File: src/rtl/servo_pwm_gen.sv
// servo_pwm_gen
//   Hobby-servo PWM generator. Produces a fixed frame of PERIOD clock cycles
//   whose leading pulse lasts duty_applied cycles. The requested duty word is
//   sampled only at frame boundaries, clamped to [DUTY_MIN, DUTY_MAX] and,
//   while running, slew-limited to at most STEP cycles of change per frame.
//
// Ports
//   clk          : clock, all logic on the rising edge
//   rst          : asynchronous active-high reset
//   en           : run request (level); dropping it lets the current frame finish
//   duty[19:0]   : requested pulse width in cycles (unsigned)
//   pwm_out      : registered servo control line
//   period_tick  : registered one-cycle strobe in the first cycle of each frame
//   duty_applied : pulse width used for the current frame
//   active       : high while a frame is running (RUN or STOP)
module servo_pwm_gen #(
    parameter int unsigned PERIOD   = 1_000_000,
    parameter int unsigned DUTY_MIN = 25_000,
    parameter int unsigned DUTY_MAX = 125_000,
    parameter int unsigned STEP     = 1_000
) (
    input  logic        clk,
    input  logic        rst,
    input  logic        en,
    input  logic [19:0] duty,
    output logic        pwm_out,
    output logic        period_tick,
    output logic [19:0] duty_applied,
    output logic        active
);

    localparam logic [1:0] S_IDLE = 2'd0;
    localparam logic [1:0] S_RUN  = 2'd1;
    localparam logic [1:0] S_STOP = 2'd2;

    localparam logic [19:0]        CNT_LAST = 20'(PERIOD - 1);
    localparam logic [19:0]        MIN_W    = 20'(DUTY_MIN);
    localparam logic [19:0]        MAX_W    = 20'(DUTY_MAX);
    localparam logic [19:0]        STEP_W   = 20'(STEP);
    localparam logic signed [20:0] STEP_S   = 21'(STEP);
    localparam logic [19:0]        RST_DUTY = 20'((DUTY_MIN + DUTY_MAX) / 2);

    // Saturate the requested width into the legal servo range.
    function automatic logic [19:0] f_clamp(input logic [19:0] d);
        if (d < MIN_W)
            return MIN_W;
        else if (d > MAX_W)
            return MAX_W;
        else
            return d;
    endfunction

    // Move cur toward tgt by at most STEP. Both operands already lie inside
    // the clamp window, so a partial step can never leave it.
    function automatic logic [19:0] f_slew(input logic [19:0] cur, input logic [19:0] tgt);
        logic signed [20:0] diff;
        diff = signed'({1'b0, tgt}) - signed'({1'b0, cur});
        if (STEP == 0 || (diff <= STEP_S && diff >= -STEP_S))
            return tgt;
        else if (diff > 0)
            return cur + STEP_W;
        else
            return cur - STEP_W;
    endfunction

    logic [1:0]  r_state;
    logic [19:0] r_cnt;
    logic [19:0] r_duty;
    logic        r_pwm;
    logic        r_tick;

    logic [19:0] w_tgt;
    logic        w_wrap;
    logic [1:0]  w_state_nxt;
    logic [19:0] w_cnt_nxt;
    logic [19:0] w_duty_nxt;
    logic        w_tick_nxt;
    logic        w_pwm_nxt;

    assign w_tgt  = f_clamp(duty);
    assign w_wrap = (r_cnt == CNT_LAST);

    always_comb begin
        w_state_nxt = r_state;
        w_cnt_nxt   = r_cnt;
        w_duty_nxt  = r_duty;
        w_tick_nxt  = 1'b0;
        case (r_state)
            S_IDLE: begin
                if (en) begin
                    // Start: first frame uses the clamped target directly.
                    w_state_nxt = S_RUN;
                    w_cnt_nxt   = 20'd0;
                    w_duty_nxt  = w_tgt;
                    w_tick_nxt  = 1'b1;
                end
            end
            default: begin
                if (w_wrap) begin
                    w_cnt_nxt = 20'd0;
                    // A STOP that sees en again at the wrap behaves exactly
                    // like an uninterrupted RUN, so en toggles within a frame
                    // are invisible on the outputs.
                    if (r_state == S_RUN || en) begin
                        w_duty_nxt  = f_slew(r_duty, w_tgt);
                        w_tick_nxt  = 1'b1;
                        w_state_nxt = en ? S_RUN : S_STOP;
                    end else begin
                        w_state_nxt = S_IDLE;
                    end
                end else begin
                    w_cnt_nxt   = r_cnt + 20'd1;
                    w_state_nxt = en ? S_RUN : S_STOP;
                end
            end
        endcase
        // The output register is computed from the next counter/duty so that
        // pwm_out lines up with cnt in the same cycle.
        w_pwm_nxt = (w_state_nxt != S_IDLE) && (w_cnt_nxt < w_duty_nxt);
    end

    always_ff @(posedge clk or posedge rst) begin
        if (rst) begin
            r_state <= S_IDLE;
            r_cnt   <= 20'd0;
            r_duty  <= RST_DUTY;
            r_pwm   <= 1'b0;
            r_tick  <= 1'b0;
        end else begin
            r_state <= w_state_nxt;
            r_cnt   <= w_cnt_nxt;
            r_duty  <= w_duty_nxt;
            r_pwm   <= w_pwm_nxt;
            r_tick  <= w_tick_nxt;
        end
    end

    assign pwm_out      = r_pwm;
    assign period_tick  = r_tick;
    assign duty_applied = r_duty;
    assign active       = (r_state != S_IDLE);

endmodule

File: config.mk
export PLATFORM = sky130hd
export DESIGN_NAME = servo_pwm_gen
export DESIGN_NICKNAME = d
export VERILOG_FILES = /design/src/rtl/servo_pwm_gen.sv
export SDC_FILE = /design/constraint.sdc
export NUM_CORES = 1
export LEC_CHECK = 0
export CAP_MARGIN = 15
export CORE_ASPECT_RATIO = 1.4
export CORE_MARGIN = 3
export CORE_UTILIZATION = 45
export DETAILED_ROUTE_END_ITERATION = 12
export HOLD_SLACK_MARGIN = 0.06
export REMOVE_ABC_BUFFERS = 1
export SLEW_MARGIN = 10
export SYNTH_ARGS = -nofsm -noshare
export SYNTH_HDL_FRONTEND = slang
export SYNTH_SLANG_ARGS = --single-unit
File: constraint.sdc
create_clock -name clk -period 7.55 [get_ports clk]
set_input_delay 1.51 -clock clk [delete_from_list [all_inputs] [get_ports clk]]
set_output_delay 1.51 -clock clk [all_outputs]
set_load 0.005 [all_outputs]
Word level (Yosys, flattened, before mapping) --
Cells that the tools add are included.
Storage, ports and cells: flip-flop bits (word level) 44, output and inout bits 23
Cells by class: $add $sub $neg 4, order comparisons 6, equal/unequal tests 2, multiplexer cells 20, reduce and logical (&&, ||, !) cells 6
Operators with widths (count):
- 2-to-1 mux 20 bit | 11
- >= comparator 21 x 11 -> 1 bit, second input constant | 1
- > comparator 21 x 1 -> 1 bit, second input constant | 1
- <= comparator 21 x 11 -> 1 bit, second input constant | 1
- subtractor 20 x 20 -> 21 bit | 1
- adder 20 x 1 -> 20 bit, second input constant | 1
- adder 20 x 10 -> 20 bit, second input constant | 1
- == test 20 bit, second input constant | 1
- > comparator 20 x 17 -> 1 bit, second input constant | 1
- < comparator 20 x 15 -> 1 bit, second input constant | 1
- < comparator 20 bit | 1
- subtractor 20 x 10 -> 20 bit, second input constant | 1
- 2-to-1 mux 2 bit | 5
- 2-to-1 mux 1 bit | 4
- nonzero test 2 bit | 2
- == test 2 x 1 -> 1 bit, second input constant | 1
- logical AND 1 bit | 2
- zero test 2 bit | 1
- logical OR 1 bit | 1

Logic depth before layout (Yosys ltp) --
Gate-level depths: netlist of run 1.
word-level depth 12, depth in mapped cells 43, mapped depth without buffers 42

Worst setup path after synthesis of run 1 --
No wires, ideal clock.
kind input -> register, start point input port duty[10], end point register r_pwm, in the netlist pwm_out, setup time 0.087 ns, arrival 9.262 ns, required time 7.463 ns, path slack -1.799 ns, stages 40, path buffers 1, path through or4_4 a211oi_2 a21oi_2 clkbuf_1 nand2b_1 nor2_1 inv_1 ha_1 o21a_1 o31a_1 o21ai_0 or3_1 a31o_2 o41ai_2 xor2_1 nor4_1 a31o_2 inv_1 [... 4 more ...] o21ai_0 a21boi_0 o2111ai_1 a31oi_1 a31oi_1 o21ai_0 xnor2_1 mux2i_1 o22a_1 ha_1 nand4_1 nor2_1 o211ai_1 nor2_1 a211oi_1 o211ai_1 or3_1 o211ai_1
On the way: word-level cells in the longest chain between the ends 12, elaborated cells between the ends (all ways) 17, classes of those cells add/sub (1); order compare (6); mux (8); reduce/logical (2)
Ends and longest elaborated chain:
- start: declaration | line 25 | input logic [19:0] duty,
- > comparator 20 x 17 -> 1 bit | line 47 | else if (d > MAX_W)
- 2-to-1 mux 20 bit | line 47
- 2-to-1 mux 20 bit * | line 45 | if (d < MIN_W)
- subtractor 20 x 20 -> 21 bit | line 57 | diff = signed'({1'b0, tgt}) - signed'({1'b0, cur});
- > comparator 21 x 1 -> 1 bit, or another cell as far along | line 60 | else if (diff > 0)
- 2-to-1 mux 20 bit or logical AND 1 bit (tied branches) | line 60, 58
- 2-to-1 mux 20 bit | line 58 | if (STEP == 0 || (diff <= STEP_S && diff >= -STEP_S))
- 2-to-1 mux 20 bit | line 104 | if (r_state == S_RUN || en) begin
- 2-to-1 mux 20 bit | line 99 | if (w_wrap) begin
- 2-to-1 mux 20 bit * | line 88 | case (r_state)
- < comparator 20 bit * | line 119 | w_pwm_nxt = (w_state_nxt != S_IDLE) && (w_cnt_nxt < w_duty_nxt);
- logical AND 1 bit * | line 119
- named net w_pwm_nxt | line 78 | logic w_pwm_nxt;
- end signal: assignment | line 133 | r_pwm <= w_pwm_nxt;
- end: declaration | line 69 | logic r_pwm;
The timed path passes the listed nets; every way through them passes the cells marked *.

Worst setup path after layout of run 1 --
start point input port duty[12], end point register r_pwm, in the netlist pwm_out
Same word-level chain as after synthesis.

==> results.py, run 1 <==
metrics = {
    "sta": {
        "period_minus_slack_ps": 8986,
        "maxSlewHeadroom": 0.3520,
        "setup_viol": 1,
        "skew_ps": 11.98,
        "drv_slew": 0,
        "worst_pin_slew_ps": 970.5,
        "setup_ws_ps": -1436,
        "rsz0062_at_grt": "yes",
        "tns_ps": -1436,
        "max_freq_mhz": 111.3,
        "hold_viol": 0,
        "finalCritPeriodShare": 1.190,
    },
    "cts": {
        "cts_sinks": 44,
        "ctsHoldBuffers": 0,
        "insertion_delay_ps": 290,
        "clockRootBuffer": "clkbuf_16",
        "clk_path_buf_depth": 2,
        "clk_pin_slew_ps": 70,
        "htreeDepth": 2,
        "cts_buffers": 5,
        "cts_tree": "yes",
    },
    "power": {
        "ir_drop_v": 0.0001588,
        "switchingPower_uw": 527.6,
        "p_leak_uw": 0.003955,
        "p_sw_frac": 0.3845,
        "clock_power_share": 0.181,
        "p_int_uw": 844.7,
        "p_per_area_nw_per_um2": 170.4,
        "p_comb_frac": 0.611,
        "seq_power_share": 0.207,
    },
    "logic_synthesis": {
        "ys_ff_latch": 44,
        "synth_cells": 666,
        "avgSynthCellArea_um2": 7.875,
        "synth_area_um2": 5245,
        "yosys_warnings": 0,
        "async_flop_share": 1.000,
        "yosysTopAreaCell": "dfrtp_1",
        "synth_edf_count": 0,
        "ys_seq_area_frac": 0.2118,
        "yosys.area.top_type_share": 0.1718,
        "synthTopCellsByArea": "dfrtp_1 17%, ha_1 13%, o21ai_0 6.1%",
        "yosysUniqueCellTypes": 86,
        "synthFlopType": "dfrtp_1",
    },
    "grt": {
        "track_usage": 0.2939,
        "grt_pass1_vias": 6421,
        "grt_max_degree": 45,
        "grt_pass1_wl_um": 31220,
        "gr-total-overflow": 0,
        "grt_antenna_before_repair": 0,
    },
    "place": {
        "placed_cells": 1014,
        "place_congestion": 1.073,
        "port_buffers": 45,
        "dpl.hpwl_um": 15380,
    },
    "final_layout": {
        "diodes": 0,
        "syn2layout_area_growth_pct": 53.55,
        "final_common_cell": "buf_4",
        "drive_gt1_frac": 0.3770,
        "layout_common_cells": "210 x buf_4, 58 x nand2_1, 53 x o21ai_0",
        "instances_no_fill": 1059,
        "nets": 993,
    },
    "detailed_routing": {
        "drtAntennaViolNets": 0,
        "first_pass_iters": 5,
        "via_count": 6287,
        "drt-total-wl_um": 19970,
        "initialDrtViolationCount": 287,
        "via_per_inst": 5.937,
        "drc_errors": 0,
        "wire_per_inst_um": 18.86,
    },
    "floorplanning": {
        "rows": 46,
        "io_pins": 46,
        "fp.dieH_um": 133.7,
        "core_area_um2": 11340,
        "initial_utilization": 0.4626,
        "die_width_um": 97.25,
        "dieArea_um2": 13010,
    },
    "run_status": {
        "status": "complete, but fails checks",
        "violations": "setup timing",
    },
    "critical_path": {
        "required_ps": 7760,
        "critPathSlowestCell": "or4_4",
        "critPathCaptureType": "register",
        "critPathMostFrequentCell": "buf_4",
        "cp.arrival_ps": 9190,
        "critPathMaxStageDelay_ps": 500,
        "path_class": "in -> reg",
        "critPathMaxFanout": 4,
        "start_kind": "input pin",
    },
    "run": {
        "maxCapViolCount": 0,
    },
    "hold_path": {
        "hold_path.class": "reg -> reg",
    },
}
==> cell usage after synthesis, drive strengths merged, types with 4 or more instances <==
library cell	instances
nor3	8
xnor2	16
o21ai	66
or4	5
o31a	4
nor2b	9
dfstp	8
inv	54
o21a	9
o22ai	7
a211oi	6
and2	12
a31o	4
a21o	23
o211ai	9
and3	18
or3	4
o221ai	6
nor2	54
a31oi	6
clkbuf	19
mux2i	13
xor2	10
nand2	61
nand3	14
dfrtp	36
ha	54
nor4	7
nand2b	5
a21oi	44
nand4	9
==> per-stage QoR <==
| step | util | total power, uW | instance area (um2) | hold WS [ps] | setup WS (ps) |
|---|---|---|---|---|---|
| floorplan | - | 663.5 | 5151 | 470.7 | -1805 |
| global placement | 0.6284 | 984.5 | 7126 | 537.8 | -2357 |
| detailed placement | 0.6284 | 999.0 | 7126 | 522.5 | -2659 |
| CTS | 0.6659 | 1292 | 7550 | 545.7 | -1471 |
| global route | 0.7103 | 1459 | 8054 | 611.2 | -2006 |
| finish | 0.7103 | 1372 | 8054 | 575.3 | -1436 |
==> power groups by stage <==
stage	sequential, uW	clock (uW)	combinational, uW
final	284	249	839
after global routing	287	261	910
after CTS	282	254	755
after detailed placement	286	0	713
after global placement	285	0	699
after floorplan	280	0	384
==> what timing repair did <==
action                                  in CTS  in global routing
gates resized for setup                     69                 81
endpoints found under the setup margin      11                 10
setup buffers                               18                 18
pin swaps                                   37                 59
==> final cells by class <==
cell class | instances | area, um2
multi-input cells | 548 | 4317
fillers | 920 | 3284
repair buffers | 261 | 2077
flip-flops and latches | 44 | 1111
inverters | 54 | 205.2
well taps | 144 | 180.2
clock buffers | 6 | 128.9
clock inverters | 2 | 35.03
==> per-layer routing <==
layer,vias to the layer above,routed length (um),share of wire,global-route usage
li1,2963,-,-,-
met1,3046,7414,0.37,0.3170
met2,198,10680,0.53,0.5645
met3,80,568,0.028,0.01781
met4,0,1312,0.066,0.1617
met5,-,0,0,0
==> critical path, delay by kind of cell <==
family,cells,cell delay (ps)
mux,1,280
compound gates,18,3190
xor+xnor,1,160
simple gates,14,2440
buf+inv,7,830
fa+ha+maj,3,730
==> final timing paths <==
| path | start | endpoint | slack, ps | cells after the start |
|---|---|---|---|---|
| min in group asynchronous | rst | duty_applied[14] | 1780 | 2 |
| max in group asynchronous | rst | duty_applied[8] | 5140 | 2 |
| worst min register to register | r_cnt[2] | r_cnt[2] | 580 | 1 |
| worst max-delay path | duty[12] | pwm_out | -1440 | 44 |
| worst min-delay path | r_cnt[2] | r_cnt[2] | 580 | 1 |
| worst max register to register | duty_applied[3] | pwm_out | 580 | 38 |
==> logic make-up after synthesis <==
logic type	synth area share
mux	0.03125
xor+xnor	0.04341
flops	0.2118
simple gates	0.2145
other cells	0.0007150
fa+ha+maj	0.1365
compound gates	0.3039
buf+inv	0.05797
==> sequential cells by signal, summed over array words and instances, names as in the netlist <==
register,flops
period_tick,1
duty_applied,20
r_state,2
r_cnt,20
pwm_out,1
Power figures use the tool's default switching activity.
==> run 2: changes to the inputs <==
--- a/config.mk
+++ b/config.mk
@@ -7,7 +7,7 @@
 export LEC_CHECK = 0
 export CAP_MARGIN = 15
 export CORE_ASPECT_RATIO = 1.4
-export CORE_MARGIN = 3
+export CORE_MARGIN = 1
 export CORE_UTILIZATION = 45
 export DETAILED_ROUTE_END_ITERATION = 12
 export HOLD_SLACK_MARGIN = 0.06
==> run 2 against run 1 <==
Net effect:
- fmax rose by 0.55%
- cell area rose by 3.9%
- wire length rose by 3.6%
- largest cell class unchanged
- the flow still finishes with violations (setup timing)
==> results.py, run 2 (synthesized netlist as in run 1, its figures left out) <==
metrics = {
    "run_status": {
        "status": "complete, but fails checks",
        "violations": "setup timing",
    },
    "critical_path": {
        "critPathSlowestCell": "or4_4",
        "r2r_slack_ps": 600,
        "critPathMaxFanout": 5,
        "critPathCaptureType": "register",
        "critPathMaxStageDelay_ps": 540,
        "path_class": "in -> reg",
        "cp.arrival_ps": 9150,
        "required_ps": 7760,
        "start_kind": "input pin",
    },
    "final_layout": {
        "drive_gt1_frac": 0.4051,
        "multiInputGateArea_um2": 4387,
        "final_common_cell": "buf_4",
        "instances_no_fill": 1092,
        "syn2layout_area_growth_pct": 59.59,
        "diodes": 0,
        "num-fill-cells": 845,
        "layout_common_cells": "241 x buf_4, 58 x nand2_1, 51 x o21ai_0",
        "nets": 1026,
        "regArea_um2": 1111,
    },
    "cts": {
        "clk_path_buf_depth": 2,
        "htreeDepth": 2,
        "clockRootBuffer": "clkbuf_16",
        "cts_tree": "yes",
        "clk_pin_slew_ps": 70,
        "insertion_delay_ps": 290,
        "cts_sinks": 44,
        "cts_buffers": 5,
        "ctsHoldBuffers": 0,
    },
    "grt": {
        "grt_pass1_vias": 6739,
        "gr-total-overflow": 0,
        "grt_pass1_wl_um": 32950,
        "grt_max_degree": 45,
        "track_usage": 0.3555,
        "grt_antenna_before_repair": 1,
    },
    "floorplanning": {
        "fp.dieH_um": 129.7,
        "die_width_um": 93.25,
        "rows": 46,
        "io_pins": 46,
        "dieArea_um2": 12100,
        "initial_utilization": 0.4626,
        "core_area_um2": 11340,
    },
    "sta": {
        "rsz0062_at_grt": "yes",
        "max_freq_mhz": 111.9,
        "hold_viol": 0,
        "drv_slew": 0,
        "finalCritPeriodShare": 1.184,
        "skew_ps": 7.133,
        "setup_ws_ps": -1387,
        "setup_viol": 1,
        "worst_pin_slew_ps": 1096,
        "maxSlewHeadroom": 0.2667,
        "period_minus_slack_ps": 8937,
        "fin_hold_ws_ps": 571.3,
    },
    "power": {
        "p_leak_uw": 0.004142,
        "seq_power_share": 0.208,
        "p_comb_frac": 0.634,
        "p_per_area_nw_per_um2": 163.2,
        "switchingPower_uw": 535.2,
        "ir_drop_v": 0.0001795,
        "p_int_uw": 830.8,
        "clock_power_share": 0.159,
        "p_sw_frac": 0.3918,
    },
    "detailed_routing": {
        "drt-total-wl_um": 20690,
        "via_count": 6370,
        "wire_per_inst_um": 18.95,
        "drc_errors": 0,
        "drtAntennaViolNets": 0,
        "initialDrtViolationCount": 233,
        "via_per_inst": 5.833,
        "first_pass_iters": 5,
    },
    "place": {
        "placed_cells": 1017,
        "place_congestion": 0.9505,
        "dpl.hpwl_um": 15310,
        "port_buffers": 45,
        "pre_cts_slack_ps": -2699,
    },
    "run": {
        "maxCapViolCount": 0,
    },
    "hold_path": {
        "hold_path.class": "reg -> reg",
    },
}
==> run 2: cell count changes in the layout (fill, tap and decap cells not counted), moves of 3 or more <==
cell,delta
buf_4,+31
buf_6,+6
clkdlybuf4s50_1,-3
dlygate4sd2_1,-3
buf_8,-3
dlymetal6s2s_1,+6
==> run 2: layout make-up <==
| class | count | area share |
|---|---|---|
| inverter | 54 | 0.02451 |
| timing repair buffer | 294 | 0.2803 |
| clock inverter | 2 | 0.001495 |
| tap | 144 | 0.02152 |
| multi-input combinational | 548 | 0.5241 |
| clock buffer | 6 | 0.01540 |
| sequential | 44 | 0.1327 |
==> run 2: worst max-delay path, delay by kind of cell <==
| family | cells | cell delay, ps |
|---|---|---|
| fa+ha+maj | 3 | 760 |
| xor+xnor | 1 | 130 |
| compound gates | 19 | 3460 |
| buf+inv | 6 | 710 |
| mux | 1 | 260 |
| simple gates | 13 | 2280 |
==> run 2: stage by stage <==
step                      utilization  area, um2  total power (uW)  setup TNS, ps
after floorplan                     -       5151             663.5          -2573
after global placement         0.6304       7148             983.2          -9342
after detailed placement       0.6304       7148             999.5         -10450
after CTS                      0.7075       8021              1283          -2732
after global routing           0.7382       8371              1455          -2027
final                          0.7382       8371              1366          -1387
==> run 2: metal layers <==
| layer | GRT usage | vias up | share of wire |
|---|---|---|---|
| met3 | 0.04604 | 98 | 0.041 |
| met4 | 0.2416 | 2 | 0.069 |
| met5 | 0 | - | 0.00068 |
| li1 | - | 3027 | - |
| met2 | 0.6497 | 213 | 0.51 |
| met1 | 0.3780 | 3030 | 0.38 |
==> run 2: repair_timing <==
action / CTS / global route
setup endpoints to repair: 11 / 12
gates resized for setup: 74 / 91
pin swaps: 37 / 77
setup buffers: 65 / 18
==> run 2: final timing paths <==
| check | from | endpoint | cells after the start |
|---|---|---|---|
| setup reg to reg | duty_applied[3] | pwm_out | 37 |
| hold reg to reg | r_cnt[4] | r_cnt[4] | 1 |
| hold / removal | r_cnt[4] | r_cnt[4] | 1 |
| setup / recovery | duty[8] | pwm_out | 43 |
| min in group asynchronous | rst | duty_applied[18] | 2 |
| max in group asynchronous | rst | duty_applied[8] | 2 |
==> run 2: power groups by stage <==
stage	Sequential, uW	Clock [uW]	Combinational (uW)
6_report	284	217	865
5_1_grt	286	231	938
4_1_cts	282	222	778
3_5_place_dp	286	0	714
3_3_place_gp	285	0	698
2_1_floorplan	280	0	384
